==> config.mk <==
export PLATFORM = sky130hd
export DESIGN_NAME = pipe_scoreboard
export DESIGN_NICKNAME = d
export VERILOG_FILES = /design/src/rtl/pipe_scoreboard.sv
export SDC_FILE = /design/constraint.sdc
export NUM_CORES = 1
export LEC_CHECK = 0
export ABC_CLOCK_PERIOD_IN_PS = 4600
export CAP_MARGIN = 20
export CORE_MARGIN = 5
export CORE_UTILIZATION = 48
export DETAILED_ROUTE_END_ITERATION = 8
export HOLD_SLACK_MARGIN = 0.05
export PLACE_DENSITY_LB_ADDON = 0.1
export SLEW_MARGIN = 0
export SYNTH_ARGS = -nofsm -noshare
export SYNTH_HDL_FRONTEND = slang
export SYNTH_SLANG_ARGS = --single-unit
==> constraint.sdc <==
create_clock -name clk -period 4.6 [get_ports clk]
set_clock_uncertainty 0.2 [all_clocks]
set_input_delay 0.92 -clock clk [delete_from_list [all_inputs] [get_ports clk]]
set_output_delay 0.92 -clock clk [all_outputs]
set_load 0.005 [all_outputs]
==> src/rtl/pipe_scoreboard.sv <==
`default_nettype none
// ============================================================================
// Module   : pipe_scoreboard
// Purpose  : Register-hazard tracker for the post-decode pipeline stages.
//            Each tracked stage holds a destination register and the number
//            of advances left until its result exists. Each read port gets
//            one of three answers: forward from the youngest matching stage,
//            stall because that stage is not ready yet, or use the register
//            file.
// Options  : SCOREBOARD_RETIRE_BYPASS_EN - adds an always-ready entry R that
//            holds the entry retired on the last advance. A hit on R reports
//            stage index DEPTH.
// Ports    : clk, reset (async, active-high)
//            advance, clear            - pipeline control
//            issue_valid/dest/lat      - instruction entering entry 0
//            rd_en, rd_addr            - per-port lookups (packed)
//            rd_stall, rd_hit,
//            rd_fwd_stage, any_stall   - per-port lookup results
//            occupancy                 - number of valid entries
// Revision : 1.0 - initial release
// ============================================================================
module pipe_scoreboard #(
    parameter int DEPTH  = 4,
    parameter int NREAD  = 2,
    parameter int REG_AW = 5,
    parameter int LAT_W  = 3,
    parameter int SW     = 3
) (
    input  logic                    clk,
    input  logic                    reset,
    input  logic                    advance,
    input  logic                    clear,
    input  logic                    issue_valid,
    input  logic [REG_AW-1:0]       issue_dest,
    input  logic [LAT_W-1:0]        issue_lat,
    input  logic [NREAD-1:0]        rd_en,
    input  logic [NREAD*REG_AW-1:0] rd_addr,
    output logic [NREAD-1:0]        rd_stall,
    output logic [NREAD-1:0]        rd_hit,
    output logic [NREAD*SW-1:0]     rd_fwd_stage,
    output logic                    any_stall,
    output logic [SW-1:0]           occupancy
);

    localparam int c_MAX_REM = DEPTH - 1;

    // Entry 0 is the youngest stage, entry DEPTH-1 the oldest.
    logic [DEPTH-1:0]             r_valid;
    logic [DEPTH-1:0][REG_AW-1:0] r_dest;
    logic [DEPTH-1:0][LAT_W-1:0]  r_rem;
    logic [SW-1:0]                r_occupancy;

    logic [DEPTH-1:0]             w_validNext;
    logic [DEPTH-1:0][REG_AW-1:0] w_destNext;
    logic [DEPTH-1:0][LAT_W-1:0]  w_remNext;
    logic [LAT_W-1:0]             w_issueRem;

`ifdef SCOREBOARD_RETIRE_BYPASS_EN
    logic              r_retValid;
    logic [REG_AW-1:0] r_retDest;
    logic              w_retValidNext;
    logic [REG_AW-1:0] w_retDestNext;
`endif

    function automatic logic [SW-1:0] f_popcount(input logic [DEPTH-1:0] v);
        logic [SW-1:0] n;
        n = '0;
        for (int i = 0; i < DEPTH; i++) begin
            n = n + SW'(v[i]);
        end
        return n;
    endfunction

    // A latency longer than the table can never be waited out inside it,
    // so it is clamped to the oldest stage.
    assign w_issueRem = (int'(issue_lat) > c_MAX_REM) ? LAT_W'(c_MAX_REM) : issue_lat;

    always_comb begin
        w_validNext = r_valid;
        w_destNext  = r_dest;
        w_remNext   = r_rem;
`ifdef SCOREBOARD_RETIRE_BYPASS_EN
        w_retValidNext = r_retValid;
        w_retDestNext  = r_retDest;
`endif
        if (clear) begin
            w_validNext = '0;
`ifdef SCOREBOARD_RETIRE_BYPASS_EN
            w_retValidNext = 1'b0;
`endif
        end else if (advance) begin
            for (int i = 1; i < DEPTH; i++) begin
                w_validNext[i] = r_valid[i-1];
                w_destNext[i]  = r_dest[i-1];
                w_remNext[i]   = (r_rem[i-1] == '0) ? '0 : r_rem[i-1] - 1'b1;
            end
            // Writes to r0 are discarded, so they occupy the slot as a bubble.
            w_validNext[0] = issue_valid && (issue_dest != '0);
            w_destNext[0]  = issue_dest;
            w_remNext[0]   = w_issueRem;
`ifdef SCOREBOARD_RETIRE_BYPASS_EN
            w_retValidNext = r_valid[DEPTH-1];
            w_retDestNext  = r_dest[DEPTH-1];
`endif
        end
    end

    always_ff @(posedge clk or posedge reset) begin
        if (reset) begin
            r_valid     <= '0;
            r_dest      <= '0;
            r_rem       <= '0;
            r_occupancy <= '0;
`ifdef SCOREBOARD_RETIRE_BYPASS_EN
            r_retValid  <= 1'b0;
            r_retDest   <= '0;
`endif
        end else begin
            r_valid     <= w_validNext;
            r_dest      <= w_destNext;
            r_rem       <= w_remNext;
            r_occupancy <= f_popcount(w_validNext);
`ifdef SCOREBOARD_RETIRE_BYPASS_EN
            r_retValid  <= w_retValidNext;
            r_retDest   <= w_retDestNext;
`endif
        end
    end

    assign occupancy = r_occupancy;

    for (genvar p = 0; p < NREAD; p++) begin : g_port
        logic [REG_AW-1:0] w_addr;
        logic              w_found;
        logic              w_ready;
        logic [SW-1:0]     w_stage;

        assign w_addr = rd_addr[p*REG_AW +: REG_AW];

        // Scan from oldest to youngest so the youngest match wins. A
        // not-ready young match therefore hides any ready older one.
        always_comb begin
            w_found = 1'b0;
            w_ready = 1'b0;
            w_stage = '0;
`ifdef SCOREBOARD_RETIRE_BYPASS_EN
            if (r_retValid && (r_retDest == w_addr)) begin
                w_found = 1'b1;
                w_ready = 1'b1;
                w_stage = SW'(DEPTH);
            end
`endif
            for (int i = DEPTH - 1; i >= 0; i--) begin
                if (r_valid[i] && (r_dest[i] == w_addr)) begin
                    w_found = 1'b1;
                    w_ready = (r_rem[i] == '0);
                    w_stage = SW'(i);
                end
            end
            if (!rd_en[p] || (w_addr == '0)) begin
                w_found = 1'b0;
            end
        end

        assign rd_hit[p]                  = w_found && w_ready;
        assign rd_stall[p]                = w_found && !w_ready;
        assign rd_fwd_stage[p*SW +: SW]   = w_found ? w_stage : '0;
    end

    assign any_stall = |rd_stall;

endmodule
`default_nettype wire

==> results of run 1 <==
-- registers in the layout, indices dropped and copies added (netlist names) --
| name | cells |
|---|---|
| r_valid | 4 |
| r_dest | 20 |
| r_rem | 12 |
| occupancy | 3 |
-- metrics by stage --
step           util (%)  hold WS (ns)  power (mW)
6_report           59.4         0.289       0.932
5_1_grt            59.4         0.336       0.994
4_1_cts            58.6         0.294       0.937
3_5_place_dp       56.3         0.275       0.650
3_3_place_gp       56.3         0.267       0.649
2_1_floorplan         -         0.253       0.586
-- final cells by class --
type	count	share of cell area, %
inverter	12	1.51
timing repair buffer	43	14.7
multi-input combinational	212	44.2
clock buffer	5	2.31
sequential	39	32.8
tap	70	2.94
clock inverter	3	1.47
-- per-layer routing --
layer  up-vias  GRT usage [%]  wire length (um)
met2        44           26.5              2220
met1       886           25.8              2690
met5         -              0                 0
li1        974              -                 -
met4         0           6.25               113
met3        11           4.21               270
-- worst reg2reg max path: stages (launching register included) --
cell and delay (ns):
dfrtp_1 0.49, mux2i_1 0.10, or2_2 0.30, fa_1 0.48, inv_1 0.04, ha_1 0.17, ha_1 0.27
-- power groups by stage --
stage                     Combinational [mW]  Clock, mW  Sequential [mW]
after floorplan                        0.152          0            0.434
after global placement                 0.199          0            0.450
after detailed placement               0.199          0            0.451
after CTS                              0.200      0.293            0.444
after global routing                   0.229      0.313            0.452
final                                  0.201      0.288            0.444
-- cell usage in the layout (no fill, tap or decap), drive strengths merged, types with 5 or more instances in the layout --
| master | Yosys | routed |
|---|---|---|
| dfrtp | 39 | 39 |
| o21ai | 5 | 5 |
| clkdlybuf4s50 | 0 | 34 |
| clkbuf | 8 | 5 |
| xnor2 | 21 | 21 |
| ha | 6 | 6 |
| nor2 | 13 | 13 |
| buf | 12 | 7 |
| or2 | 7 | 7 |
| and3 | 6 | 6 |
| xor2 | 19 | 19 |
| nand2 | 80 | 80 |
| inv | 12 | 12 |
-- logic make-up (layout without fill, tap and decap cells) --
family                     count (synthesis)  in the layout
other                                      1              2
DFF                                       39             39
AOI/OAI and AO/OA                         28             28
buffers and inverters                     32             63
adders and majority gates                  7              7
xor gates and xnor gates                  40             40
and+or+nand+nor                          132            132
muxes                                      3              3
-- final timing paths --
check	start	to	depth (start not counted)
setup reg to reg	r_valid[3]$_DFF_PP0_	occupancy[1]$_DFF_PP0_	6
hold / removal	r_rem[1]$_DFFE_PP0P_	r_rem[1]$_DFFE_PP0P_	2
hold reg to reg	r_rem[1]$_DFFE_PP0P_	r_rem[1]$_DFFE_PP0P_	2
max in group asynchronous	reset	r_dest[0]$_DFFE_PP0P_	3
min in group asynchronous	reset	r_dest[17]$_DFFE_PP0P_	3
setup / recovery	rd_addr[9]	rd_hit[1]	8
-- what timing repair did --
action	CTS	global route
endpoints found under the setup margin	0	3
gates resized for setup	0	2
hold buffers	0	0
buffers inserted	0	1
==> run_results.csv, run 1 <==
group,metric,value,unit
drt,vias,1915,
global_routing,grtUsageTotal,18.0,%
power,power-per-cell-area,314,nW/um^2
global_routing,antenna_found_initial,0,
synth,synth_mux_area_share,1.23,%
timing,drv_slew,0,
power,p_clk_share,30.9,%
synth,synthXorXnorAreaFrac,14.6,%
place,port_buffers,36,
global_routing,grt_pass1_vias,1830,
flow_run,max-cap-violations,0,
timing,finalCritPeriodShare,96.9,%
timing,grt_setup_unrepaired,"no",
clock_network,cts_made_buffers,5,
drt,route.detailed.drc,0,
critical_path,worstSetupPathType,"in -> out",
critical_path,slowest_delay,0.61,ns
synth,ys_ff_latch,39,
synth,synthArstFlopShare,100,%
worst_hold_path,holdCritPathClass,"reg -> reg",
critical_path,crit_top_cell,"clkdlybuf4s50_1",
drt,drt_wl_total,5300,um
synth,postSynthCellCount,282,
synth,synth_enable_flop_cells,0,
synth,ys_types,46,
synth,synthAdderAreaFrac,3.89,%
timing,period_needed,4.46,ns
place,place_congestion,0.939,
die,die-area,6620,um^2
clock_network,clk_pin_slew,0.08,ns
synth,synth_top_family_by_area,"simple AND/OR/NAND/NOR gates",
drt,viasPerCell,4.99,
die,die_h,81.4,um
place,postPlaceCellArea,2820,um^2
critical_path,cp_top_family,"buffers and inverters",
layout,multi_input_area,1320,um^2
critical_path,startpoint_type,"input pin",
timing,fmax,224,MHz
clock_network,cts_tree,"done",
drt,drt-pass1-iter-count,4,
clock_network,clk_path_buf_depth,2,
synth,synth_common_cells,"nand2_1 (80), dfrtp_1 (39), xnor2_1 (21)",
timing,timing.final.ws_setup,0.145,ns
synth,yosys_most_used_dff,"dfrtp_1",
critical_path,crit_path_end_kind,"primary output",
critical_path,critPathRequiredTime,3.48,ns
synth,synth_compound_area_share,8.55,%
synth,synth_area,2440,um^2
power,intPower,0.650,mW
die,fp.dieW,81.4,um
timing,slew_headroom,67.3,%
critical_path,path_buf_inv,2,
timing,fin_tns_setup,0,ns
synth,netlist.area_leader.share,39.9,%
critical_path,r2r_slack,2.44,ns
synth,yosysMostFrequentCell,"nand2_1",
clock_network,cts_root_buffer,"clkbuf_8",
layout,area_growth,21.7,%
power,comb_power_share,21.5,%
layout,fin_cells,384,
drt,wl_per_cell,13.8,um
power,p_switching,0.282,mW
drt,postRouteAntennaNets,0,
die,start_util,48.8,%
clock_network,insertion_delay,0.29,ns
global_routing,grt_pass1_wl,9090,um
power,p_sw_share,30.3,%
synth,yosys-top-cells-area,"dfrtp_1 (40%), nand2_1 (12%), xnor2_1 (7.5%)",
global_routing,gr-total-overflow,0,
timing,finalSetupViolations,0,
synth,yosysSeqAreaShare,39.9,%
synth,synthSimpleGateAreaFrac,25.1,%
global_routing,grt_max_degree,40,
place,dp.cells,374,
clock_network,htreeDepth,2,
timing,hold_viol,0,
die,ioPinCount,39,
status,status,"finished, final reports clean",
power,p_leak,1.41,nW
layout,seqCellArea,976,um^2
layout,fillers,468,
layout,layout.nets,345,
critical_path,cp_data_arrival_time,3.34,ns
clock_network,clock_sinks,39,
place,dp_hpwl,4080,um
critical_path,slowest_stage,"clkdlybuf4s50_1",
synth,avgSynthCellArea,8.67,um^2
power,pwr-share-seq,47.6,%
power,ir_drop,0.202,mV
timing,worstMarginPinSlew,0.484,ns
synth,yosysWarnings,0,
place,dp_worst_setup_slack,0.0529,ns
critical_path,critPathMaxFanout,5,
critical_path,cp_cell_sequence,"clkdlybuf4s50_1 -> xnor2_1 -> nand4_1 -> or3_1 -> a311oi_2 -> a21oi_1 -> nor3_1 -> clkdlybuf4s50_1",
synth,yosysTopAreaCell,"dfrtp_1",
die,core-area,5010,um^2
layout,antenna_cells,0,
die,num_rows,26,
drt,drtIter0Drc,82,
layout,design_area,2970,um^2
layout,layout-drive-gt1-share,9.24,%
Power figures use the tool's default switching activity.
==> inputs of run 2 (changes only) <==
- SLEW_MARGIN: 0 -> 20
==> run_results.csv, run 2 (same netlist as run 1, synthesis figures left out) <==
group,metric,value,unit
global_routing,grt_pass1_wl,9090,um
power,p_clk_share,31.0,%
timing,fmax,225,MHz
global_routing,gr-total-overflow,0,
place,place_congestion,0.939,
place,port_buffers,36,
drt,wl_per_cell,13.7,um
drt,drtIter0Drc,62,
critical_path,critPathMaxFanout,5,
timing,period_needed,4.45,ns
clock_network,htreeDepth,2,
critical_path,cp_cell_sequence,"clkdlybuf4s50_1 -> xnor2_1 -> nand4_1 -> or3_1 -> a311oi_2 -> a21oi_1 -> nor3_1 -> clkdlybuf4s50_1",
global_routing,grtUsageTotal,18.0,%
critical_path,slowest_delay,0.60,ns
drt,postRouteAntennaNets,0,
drt,route.detailed.drc,0,
clock_network,cts_tree,"done",
global_routing,grt_util_met1,25.8,%
layout,reg_top3,"r_dest (20), r_rem (12), r_valid (4)",
timing,drv_slew,0,
timing,grt_setup_unrepaired,"no",
layout,layout_commonest_cell,"nand2_1",
power,p_sw_share,30.4,%
critical_path,crit_path_end_kind,"primary output",
clock_network,insertion_delay,0.29,ns
layout,antenna_cells,0,
power,comb_power_share,21.3,%
clock_network,cts_hold_buf,0,
global_routing,antenna_found_initial,0,
layout,largest_register_ffs,20,
clock_network,cts_root_buffer,"clkbuf_8",
timing,worstMarginPinSlew,0.604,ns
die,core-area,5010,um^2
power,ir_drop,0.202,mV
power,intPower,0.648,mW
die,die_h,81.4,um
die,ioPinCount,39,
worst_hold_path,holdCritPathClass,"reg -> reg",
timing,finalSetupViolations,0,
die,die-area,6620,um^2
clock_network,cts_made_buffers,5,
global_routing,grt_max_degree,40,
global_routing,grt_use_met2,26.5,%
critical_path,crit_top_cell,"clkdlybuf4s50_1",
clock_network,clock_sinks,39,
die,num_rows,26,
drt,drt_wl_total,5250,um
timing,finalCritPeriodShare,96.6,%
clock_network,clk_pin_slew,0.08,ns
critical_path,cp_data_arrival_time,3.33,ns
drt,viasPerCell,4.99,
critical_path,critPathRequiredTime,3.48,ns
place,dp_hpwl,4080,um
flow_run,max-cap-violations,0,
power,pwr-share-seq,47.7,%
layout,layout.nets,344,
drt,drt-pass1-iter-count,4,
die,start_util,48.8,%
global_routing,grt_pass1_vias,1830,
drt,vias,1913,
timing,slew_headroom,59.7,%
critical_path,worstSetupPathType,"in -> out",
layout,final_cell_mix,"nand2_1 (80), dfrtp_1 (39), clkdlybuf4s50_1 (34), xnor2_1 (21), xor2_1 (18)",
power,p_switching,0.282,mW
critical_path,slowest_stage,"clkdlybuf4s50_1",
die,fp.dieW,81.4,um
timing,whs,0.288,ns
timing,hold_viol,0,
global_routing,gr-max-usage-layer,"met2",
power,p_leak,1.39,nW
global_routing,grt_util_met3,4.21,%
layout,layout-drive-gt1-share,9.27,%
status,status,"finished, final reports clean",
timing,fin_tns_setup,0,ns
layout,top_register,"r_dest",
clock_network,clk_path_buf_depth,2,
critical_path,startpoint_type,"input pin",
power,power-per-cell-area,315,nW/um^2
layout,area_growth,20.7,%
-- run 2: power groups by stage --
stage / Clock (mW) / Combinational, mW / Sequential [mW]
after global routing: 0.314 / 0.226 / 0.452
final: 0.289 / 0.198 / 0.444
after detailed placement: 0 / 0.199 / 0.451
after floorplan: 0 / 0.152 / 0.434
after global placement: 0 / 0.199 / 0.450
after CTS: 0.293 / 0.200 / 0.444
-- run 2: worst paths after layout --
check | from | to | slack [ns] | cells after the start
worst max-delay path | rd_addr[9] | rd_hit[1] | 0.15 | 8
min in group asynchronous | reset | r_dest[17]$_DFFE_PP0P_ | 0.84 | 3
max in group asynchronous | reset | r_dest[0]$_DFFE_PP0P_ | 3.02 | 3
worst min register to register | r_rem[1]$_DFFE_PP0P_ | r_rem[1]$_DFFE_PP0P_ | 0.29 | 2
worst max register to register | r_valid[3]$_DFF_PP0_ | occupancy[1]$_DFF_PP0_ | 2.44 | 6
worst min-delay path | r_rem[1]$_DFFE_PP0P_ | r_rem[1]$_DFFE_PP0P_ | 0.29 | 2
-- run 2: cell type report --
type	count	area (um^2)
flip-flops and latches	39	976
clock inverters	3	43.8
inverters	12	45.0
fillers	470	2060
repair buffers	42	410
multi-input cells	212	1320
clock buffers	5	68.8
well taps	70	87.6
-- run 2: repair_timing --
| action | 4_1_cts | 5_1_grt |
|---|---|---|
| buffers inserted | 0 | 1 |
| resized for setup | 0 | 2 |
| setup endpoints to repair | 0 | 3 |
-- run 2: through the flow --
stage / cells / setup WS, ns / instance area, um^2 / util, % / power (mW)
floorplan: 283 / 1.17 / 2450 / - / 0.586
global placement: 374 / 0.0673 / 2820 / 56.3 / 0.649
detailed placement: 374 / 0.0529 / 2820 / 56.3 / 0.650
CTS: 382 / 0.0500 / 2930 / 58.6 / 0.937
global route: 383 / 0.000489 / 2950 / 58.9 / 0.991
finish: 383 / 0.155 / 2950 / 58.9 / 0.930
-- run 2: worst max-delay path: cells and delay by family --
kind	cells	cell delay, ns
simple gates	3	0.71
buf+inv	2	1.13
xor+xnor	1	0.15
compound gates	2	0.40
-- run 2: layer usage --
layer	up-vias	part of all wire, %
li1	970	-
met1	889	51
met2	41	42
met3	13	5.1
met4	0	2.2
met5	-	0
